==> src/rtl/ram_scan_reader_if.sv <==
// ram_scan_reader_if
// Presentation stream from the RAM scan reader to the 7-segment display path.
//   out_addr  : address of the presented word
//   out_data  : presented RAM word
//   out_valid : pair is valid; stays asserted and stable until accepted
//   out_ready : display path accepts the pair
// master modport: the scan reader (drives the pair). slave modport: the display path.
interface ram_scan_reader_if #(
  parameter int ADDR_WIDTH = 5,
  parameter int DATA_WIDTH = 8
);
  logic [ADDR_WIDTH-1:0] out_addr;
  logic [DATA_WIDTH-1:0] out_data;
  logic                  out_valid;
  logic                  out_ready;

  modport master (
    output out_addr,
    output out_data,
    output out_valid,
    input  out_ready
  );

  modport slave (
    input  out_addr,
    input  out_data,
    input  out_valid,
    output out_ready
  );
endinterface

==> src/rtl/ram_scan_reader.sv <==
// ram_scan_reader
// Read-port sequencer for the switch-written lab RAM. Each start request
// ((tick & run) | step) issues one RAM read, waits out the RAM read latency,
// and presents the (address, data) pair on a valid/ready stream. A start
// request that arrives while a read is in flight is dropped and recorded in
// the sticky overrun flag.
//
// Optional feature macro: SCAN_COLLISION_REREAD_EN
//   defined   : a write to cur_addr seen during ISSUE or WAIT reissues the read,
//               so the presented word never predates the write.
//   undefined : wr_en / wr_addr are ignored; colliding reads return whatever
//               the RAM's read-during-write behaviour produces.
//
// Ports:
//   CLOCK_50 : clock, rising edge
//   RST      : synchronous active-high reset
//   tick     : 1 Hz pacing pulse, starts a read when run is high
//   run      : enables tick-paced scanning
//   step     : single-step pulse, starts a read regardless of run
//   wr_en    : RAM write enable snoop
//   wr_addr  : RAM write address snoop
//   rd_addr  : registered RAM read address
//   rd_data  : RAM read data (RD_LATENCY cycles after rd_addr is sampled)
//   out_bus  : presentation stream (ram_scan_reader_if, master side)
//   wrap     : one-cycle pulse after the last address's pair is accepted
//   overrun  : sticky, start request seen while busy; cleared only by RST
//
// RD_LATENCY must be 1 or 2.
module ram_scan_reader #(
  parameter int ADDR_WIDTH = 5,
  parameter int DATA_WIDTH = 8,
  parameter int RD_LATENCY = 1
) (
  input  logic                  CLOCK_50,
  input  logic                  RST,
  input  logic                  tick,
  input  logic                  run,
  input  logic                  step,
  input  logic                  wr_en,
  input  logic [ADDR_WIDTH-1:0] wr_addr,
  output logic [ADDR_WIDTH-1:0] rd_addr,
  input  logic [DATA_WIDTH-1:0] rd_data,
  ram_scan_reader_if.master     out_bus,
  output logic                  wrap,
  output logic                  overrun
);

  typedef enum logic [1:0] {
    IDLE    = 2'b00,
    ISSUE   = 2'b01,
    WAIT    = 2'b10,
    PRESENT = 2'b11
  } state_t;

  // Counter preload: WAIT lasts RD_LATENCY cycles so data sampled at the end
  // of ISSUE has settled on rd_data when WAIT is left.
  localparam logic [1:0]            LAT_LOAD  = 2'(RD_LATENCY - 1);
  localparam logic [ADDR_WIDTH-1:0] ADDR_LAST = {ADDR_WIDTH{1'b1}};
  localparam logic [ADDR_WIDTH-1:0] ADDR_ONE  = {{(ADDR_WIDTH-1){1'b0}}, 1'b1};

  state_t                state_r;
  logic [ADDR_WIDTH-1:0] cur_addr_r;
  logic [ADDR_WIDTH-1:0] rd_addr_r;
  logic [ADDR_WIDTH-1:0] out_addr_r;
  logic [DATA_WIDTH-1:0] out_data_r;
  logic                  out_valid_r;
  logic                  wrap_r;
  logic                  overrun_r;
  logic [1:0]            lat_cnt_r;

  logic                  start_req_s;
  logic                  handshake_s;
  logic                  collision_s;

  assign start_req_s = (tick & run) | step;
  assign handshake_s = out_valid_r & out_bus.out_ready;

`ifdef SCAN_COLLISION_REREAD_EN
  // Only meaningful in ISSUE/WAIT; the FSM ignores it elsewhere.
  assign collision_s = wr_en & (wr_addr == cur_addr_r);
`else
  assign collision_s = 1'b0;
  // Write snoop is not used in this build.
  logic unused_snoop_s;
  assign unused_snoop_s = &{1'b0, wr_en, wr_addr};
`endif

  // Scan FSM with all outputs registered.
  always_ff @(posedge CLOCK_50) begin
    if (RST) begin
      state_r     <= IDLE;
      cur_addr_r  <= {ADDR_WIDTH{1'b0}};
      rd_addr_r   <= {ADDR_WIDTH{1'b0}};
      out_addr_r  <= {ADDR_WIDTH{1'b0}};
      out_data_r  <= {DATA_WIDTH{1'b0}};
      out_valid_r <= 1'b0;
      wrap_r      <= 1'b0;
      overrun_r   <= 1'b0;
      lat_cnt_r   <= 2'd0;
    end else begin
      wrap_r <= 1'b0;

      // Requests outside IDLE are dropped, including one coinciding with
      // the accepting handshake (the block is still in PRESENT then).
      if (start_req_s && (state_r != IDLE)) begin
        overrun_r <= 1'b1;
      end else begin
        overrun_r <= overrun_r;
      end

      case (state_r)
        IDLE: begin
          if (start_req_s) begin
            rd_addr_r <= cur_addr_r;
            state_r   <= ISSUE;
          end else begin
            state_r   <= IDLE;
          end
        end

        ISSUE: begin
          rd_addr_r <= cur_addr_r;
          lat_cnt_r <= LAT_LOAD;
          // A write landing this cycle races the RAM sample; issue again.
          if (collision_s) begin
            state_r <= ISSUE;
          end else begin
            state_r <= WAIT;
          end
        end

        WAIT: begin
          if (collision_s) begin
            state_r <= ISSUE;
          end else if (lat_cnt_r != 2'd0) begin
            lat_cnt_r <= lat_cnt_r - 2'd1;
            state_r   <= WAIT;
          end else begin
            out_data_r  <= rd_data;
            out_addr_r  <= cur_addr_r;
            out_valid_r <= 1'b1;
            state_r     <= PRESENT;
          end
        end

        PRESENT: begin
          if (handshake_s) begin
            cur_addr_r  <= cur_addr_r + ADDR_ONE;
            out_valid_r <= 1'b0;
            wrap_r      <= (cur_addr_r == ADDR_LAST);
            state_r     <= IDLE;
          end else begin
            state_r     <= PRESENT;
          end
        end

        default: begin
          out_valid_r <= 1'b0;
          state_r     <= IDLE;
        end
      endcase
    end
  end

  assign rd_addr           = rd_addr_r;
  assign out_bus.out_addr  = out_addr_r;
  assign out_bus.out_data  = out_data_r;
  assign out_bus.out_valid = out_valid_r;
  assign wrap              = wrap_r;
  assign overrun           = overrun_r;

endmodule

==> src/flat_wrapper.sv <==
// flat-port wrapper written by rule: the top's interface ports become plain ports
module ram_scan_reader_flat 
#(
  parameter int ADDR_WIDTH = 5,
  parameter int DATA_WIDTH = 8,
  parameter int RD_LATENCY = 1
)
  (CLOCK_50, RST, tick, run, step, wr_en, wr_addr, rd_addr, rd_data, wrap, overrun, out_bus_out_addr, out_bus_out_data, out_bus_out_valid, out_bus_out_ready);
  ram_scan_reader_if #(.ADDR_WIDTH(ADDR_WIDTH), .DATA_WIDTH(DATA_WIDTH)) out_bus_i ();
  input  logic CLOCK_50;
  input  logic RST;
  input  logic tick;
  input  logic run;
  input  logic step;
  input  logic wr_en;
  input  logic [ADDR_WIDTH-1:0] wr_addr;
  output logic [ADDR_WIDTH-1:0] rd_addr;
  input  logic [DATA_WIDTH-1:0] rd_data;
  output logic wrap;
  output logic overrun;
  output wire logic [$bits(out_bus_i.out_addr)-1:0] out_bus_out_addr;
  output wire logic [$bits(out_bus_i.out_data)-1:0] out_bus_out_data;
  output wire logic [$bits(out_bus_i.out_valid)-1:0] out_bus_out_valid;
  input wire logic [$bits(out_bus_i.out_ready)-1:0] out_bus_out_ready;
  assign out_bus_out_addr = out_bus_i.out_addr;
  assign out_bus_out_data = out_bus_i.out_data;
  assign out_bus_out_valid = out_bus_i.out_valid;
  assign out_bus_i.out_ready = out_bus_out_ready;
  ram_scan_reader #(.ADDR_WIDTH(ADDR_WIDTH), .DATA_WIDTH(DATA_WIDTH), .RD_LATENCY(RD_LATENCY)) u_core (.CLOCK_50(CLOCK_50), .RST(RST), .tick(tick), .run(run), .step(step), .wr_en(wr_en), .wr_addr(wr_addr), .rd_addr(rd_addr), .rd_data(rd_data), .out_bus(out_bus_i), .wrap(wrap), .overrun(overrun));
endmodule
==> config.mk <==
export PLATFORM = sky130hd
export DESIGN_NAME = ram_scan_reader_flat
export DESIGN_NICKNAME = d
export VERILOG_FILES = /design/src/rtl/ram_scan_reader_if.sv /design/src/rtl/ram_scan_reader.sv /design/src/flat_wrapper.sv
export SDC_FILE = /design/constraint.sdc
export NUM_CORES = 1
export LEC_CHECK = 0
export BUFFER_PORTS_ARGS = -buffer_cell sky130_fd_sc_hd__buf_2
export CORE_ASPECT_RATIO = 0.75
export CORE_MARGIN = 1
export CORE_UTILIZATION = 34
export DETAILED_ROUTE_END_ITERATION = 6
export GPL_TIMING_DRIVEN = 0
export PLACE_DENSITY = 0.59
export SLEW_MARGIN = 10
export SYNTH_ARGS = -nofsm -noshare
export SYNTH_HDL_FRONTEND = slang
export SYNTH_SLANG_ARGS = --single-unit
export TNS_END_PERCENT = 10
==> constraint.sdc <==
create_clock -name CLOCK_50 -period 1.43 [get_ports CLOCK_50]
set_input_delay 0.143 -clock CLOCK_50 [delete_from_list [all_inputs] [get_ports CLOCK_50]]
set_output_delay 0.143 -clock CLOCK_50 [all_outputs]
set_load 0.01 [all_outputs]
==> flow_metrics.py <==
metrics = {
    "layout": {
        "filler_cell_count": 356,
        "drive_gt1_share_pct": 29.1,
        "final_cells": 222,
        "area_growth_pct": 26.5,
        "final_nets": 204,
        "mostFrequentLayoutCell": "buf_2",
        "final_cell_mix": "buf_2 (38), dfxtp_1 (29), nand2_1 (28), a21oi_1 (18), nand2b_1 (10)",
        "fin_area_mm2": 0.00157,
        "num_antenna_cells": 0,
        "layout.core_utilization_pct": 46.5,
    },
    "cts": {
        "post_cts_buffers": 0,
        "htreeDepth": 2,
        "clkTransAtPathRegs_ns": 0.06,
        "numCtsBuffers": 5,
        "clk_path_buf_depth": 2,
        "cts_tree": "yes",
        "clock_latency_ns": 0.28,
        "clock_sinks": 30,
        "root_buffer": "clkbuf_8",
    },
    "logic_synthesis": {
        "avgSynthCellArea_um2": 8.87,
        "synth_seq_area_share_pct": 48.3,
        "synth_cell_types": 29,
        "syn-instance-count": 140,
        "syn-num-nets": 163,
        "syn-cell-area_mm2": 0.00124,
        "synth_warnings": 0,
        "ys_ff_latch": 30,
    },
    "setup_path": {
        "cp.required_ns": 1.60,
        "worstPathMaxFanout": 5,
        "crit_arrival_ns": 1.48,
        "critPathCaptureType": "flop",
        "cp-start-kind": "flop",
        "crit_type": "flop to flop",
    },
    "drt": {
        "firstDrtPassIters": 4,
        "totalWireLength_um": 2570,
        "drc_errors": 0,
        "drtAntennaViolNets": 0,
        "drt_iter0_drc": 37,
        "via_count": 1066,
        "via_per_inst": 4.80,
        "wl_per_cell_um": 11.6,
    },
    "sta": {
        "finClkSkew_ns": 0.00806,
        "period_share_pct": 91.5,
        "grt_setup_unrepaired": "no",
        "period_minus_slack_ns": 1.31,
        "slew_violations": 0,
        "maxSlewHeadroom_pct": 74.0,
        "setup_tns_ns": 0,
        "hold_viol_final": 0,
        "worstMarginPinSlew_ns": 0.390,
        "worst_slack_ns": 0.121,
        "setup_viol": 0,
        "hold_ws_ns": 0.103,
        "max_freq_ghz": 0.764,
    },
    "global_routing": {
        "grt_use_total_pct": 15.1,
        "grt_start_max_net_pins": 11,
        "grt_pass1_vias": 943,
        "grt_pass1_wl_um": 4310,
        "grt_overflow_total": 0,
        "antenna_found_initial": 0,
    },
    "worst_hold_path": {
        "hold_class": "input pin to flop",
    },
    "flow_run": {
        "drv_cap": 0,
    },
    "power": {
        "leakage_nw": 0.698,
        "seq_power_share_pct": 49.5,
        "power.density_mw_per_mm2": 1150,
        "p_switching_mw": 0.445,
        "p_comb_share_pct": 12.3,
        "finalPower_mw": 1.80,
        "vdd_ir_drop_max_mv": 0.652,
        "switching_share_pct": 24.7,
        "p_int_mw": 1.36,
        "p_clk_share_pct": 38.2,
    },
    "floorplan": {
        "io_pins": 41,
        "dieHeight_um": 54.4,
        "rows": 18,
        "die_area_mm2": 0.00390,
        "die_w_um": 71.8,
        "start_util_pct": 36.8,
        "coreArea_mm2": 0.00338,
    },
    "placement": {
        "dpl.cell_count": 214,
        "place_ws_ns": 0.00487,
        "gp_congestion": 0.727,
        "hpwl_um": 1910,
        "postPlaceCellArea_mm2": 0.00146,
        "port_buffers": 34,
    },
    "run_status": {
        "status": "complete, no violations",
    },
}
-- worst max-delay path, stage by stage (launching register included) --
cell     delay (ns)
dfxtp_2        0.34
ha_1           0.21
and3_1         0.18
ha_1           0.28
mux2i_1        0.13
nor2_1         0.05
-- kinds of logic (layout without fill, tap and decap cells) --
logic type / after synthesis / after routing / share of synthesized area, %
simple gates: 59 / 59 / 24.6
flops: 30 / 30 / 48.3
compound gates: 28 / 28 / 13.0
buf+inv: 12 / 54 / 4.73
mux: 7 / 7 / 5.64
fa+ha+maj: 3 / 3 / 3.02
xor+xnor: 1 / 1 / 0.705
-- what timing repair did --
item,CTS,global route
endpoints found under the hold margin,0,0
endpoints found under the setup margin,1,12
gates resized for setup,1,4
hold buffers,0,0
-- power by group through the flow --
stage | clock (mW) | combinational, mW | sequential, mW
floorplan | 0 | 0.138 | 0.920
global placement | 0 | 0.216 | 0.908
detailed placement | 0 | 0.220 | 0.911
CTS | 0.710 | 0.223 | 0.892
global route | 0.756 | 0.250 | 0.896
finish | 0.688 | 0.221 | 0.892
-- routing by layer --
metal / up-vias / share of wire, % / global-route usage, %
met3: 2 / 6.0 / 7.00
met1: 489 / 46 / 18.3
met2: 26 / 46 / 23.6
met4: 0 / 1.2 / 5.88
li1: 549 / - / -
met5: - / 0 / 0
-- cells in the mapped netlist, drive strengths merged --
cell	n	area, µm²
a211oi	1	7.51
a21o	1	7.51
a21oi	18	90.1
a22oi	1	7.51
a2bb2oi	1	8.76
and3	1	6.26
and3b	1	8.76
buf	7	40.0
clkbuf	1	3.75
dfxtp	30	601
ha	3	37.5
inv	4	15.0
mux2i	7	70.1
nand2	28	105
nand2b	10	62.6
nand3	2	10.0
nand3b	1	7.51
nand4	1	21.3
nor2	7	26.3
nor2b	1	6.26
nor3b	4	30.0
nor4b	1	8.76
o21a	1	7.51
o21ai	3	15.0
o21ba	1	10.0
o21bai	1	7.51
or3	2	12.5
xor2	1	8.76
-- registers in the layout, indices dropped and copies added (netlist names) --
signal and flops:
u_core.cur_addr_r 5, u_core.wrap 1, u_core.overrun 1, u_core.out_bus.out_addr 5, u_core.out_bus.out_valid 1, u_core.lat_cnt_r 2
u_core.state_r 2, u_core.out_bus.out_data 8, u_core.rd_addr 5
-- cell type report --
cell class / count / area, µm² / area share [%]
inverter: 4 / 15.0 / 0.955
tap: 40 / 50.0 / 3.18
timing repair buffer: 34 / 170 / 10.8
sequential: 30 / 602 / 38.3
multi-input combinational: 98 / 597 / 38.0
clock inverter: 1 / 5.00 / 0.318
clock buffer: 7 / 86.3 / 5.49
buffer: 8 / 46.3 / 2.95
-- path summary, 6_finish.rpt --
check                        from                         end  slack [ns]  cells past startpoint
max          u_core.cur_addr_r[0]        u_core.cur_addr_r[4]        0.12                      5
min                    rd_data[5]  u_core.out_bus.out_data[5]        0.10                      3
max reg2reg  u_core.cur_addr_r[0]        u_core.cur_addr_r[4]        0.12                      5
min reg2reg        u_core.overrun              u_core.overrun        0.44                      2
(Power assumes the default switching activity.)
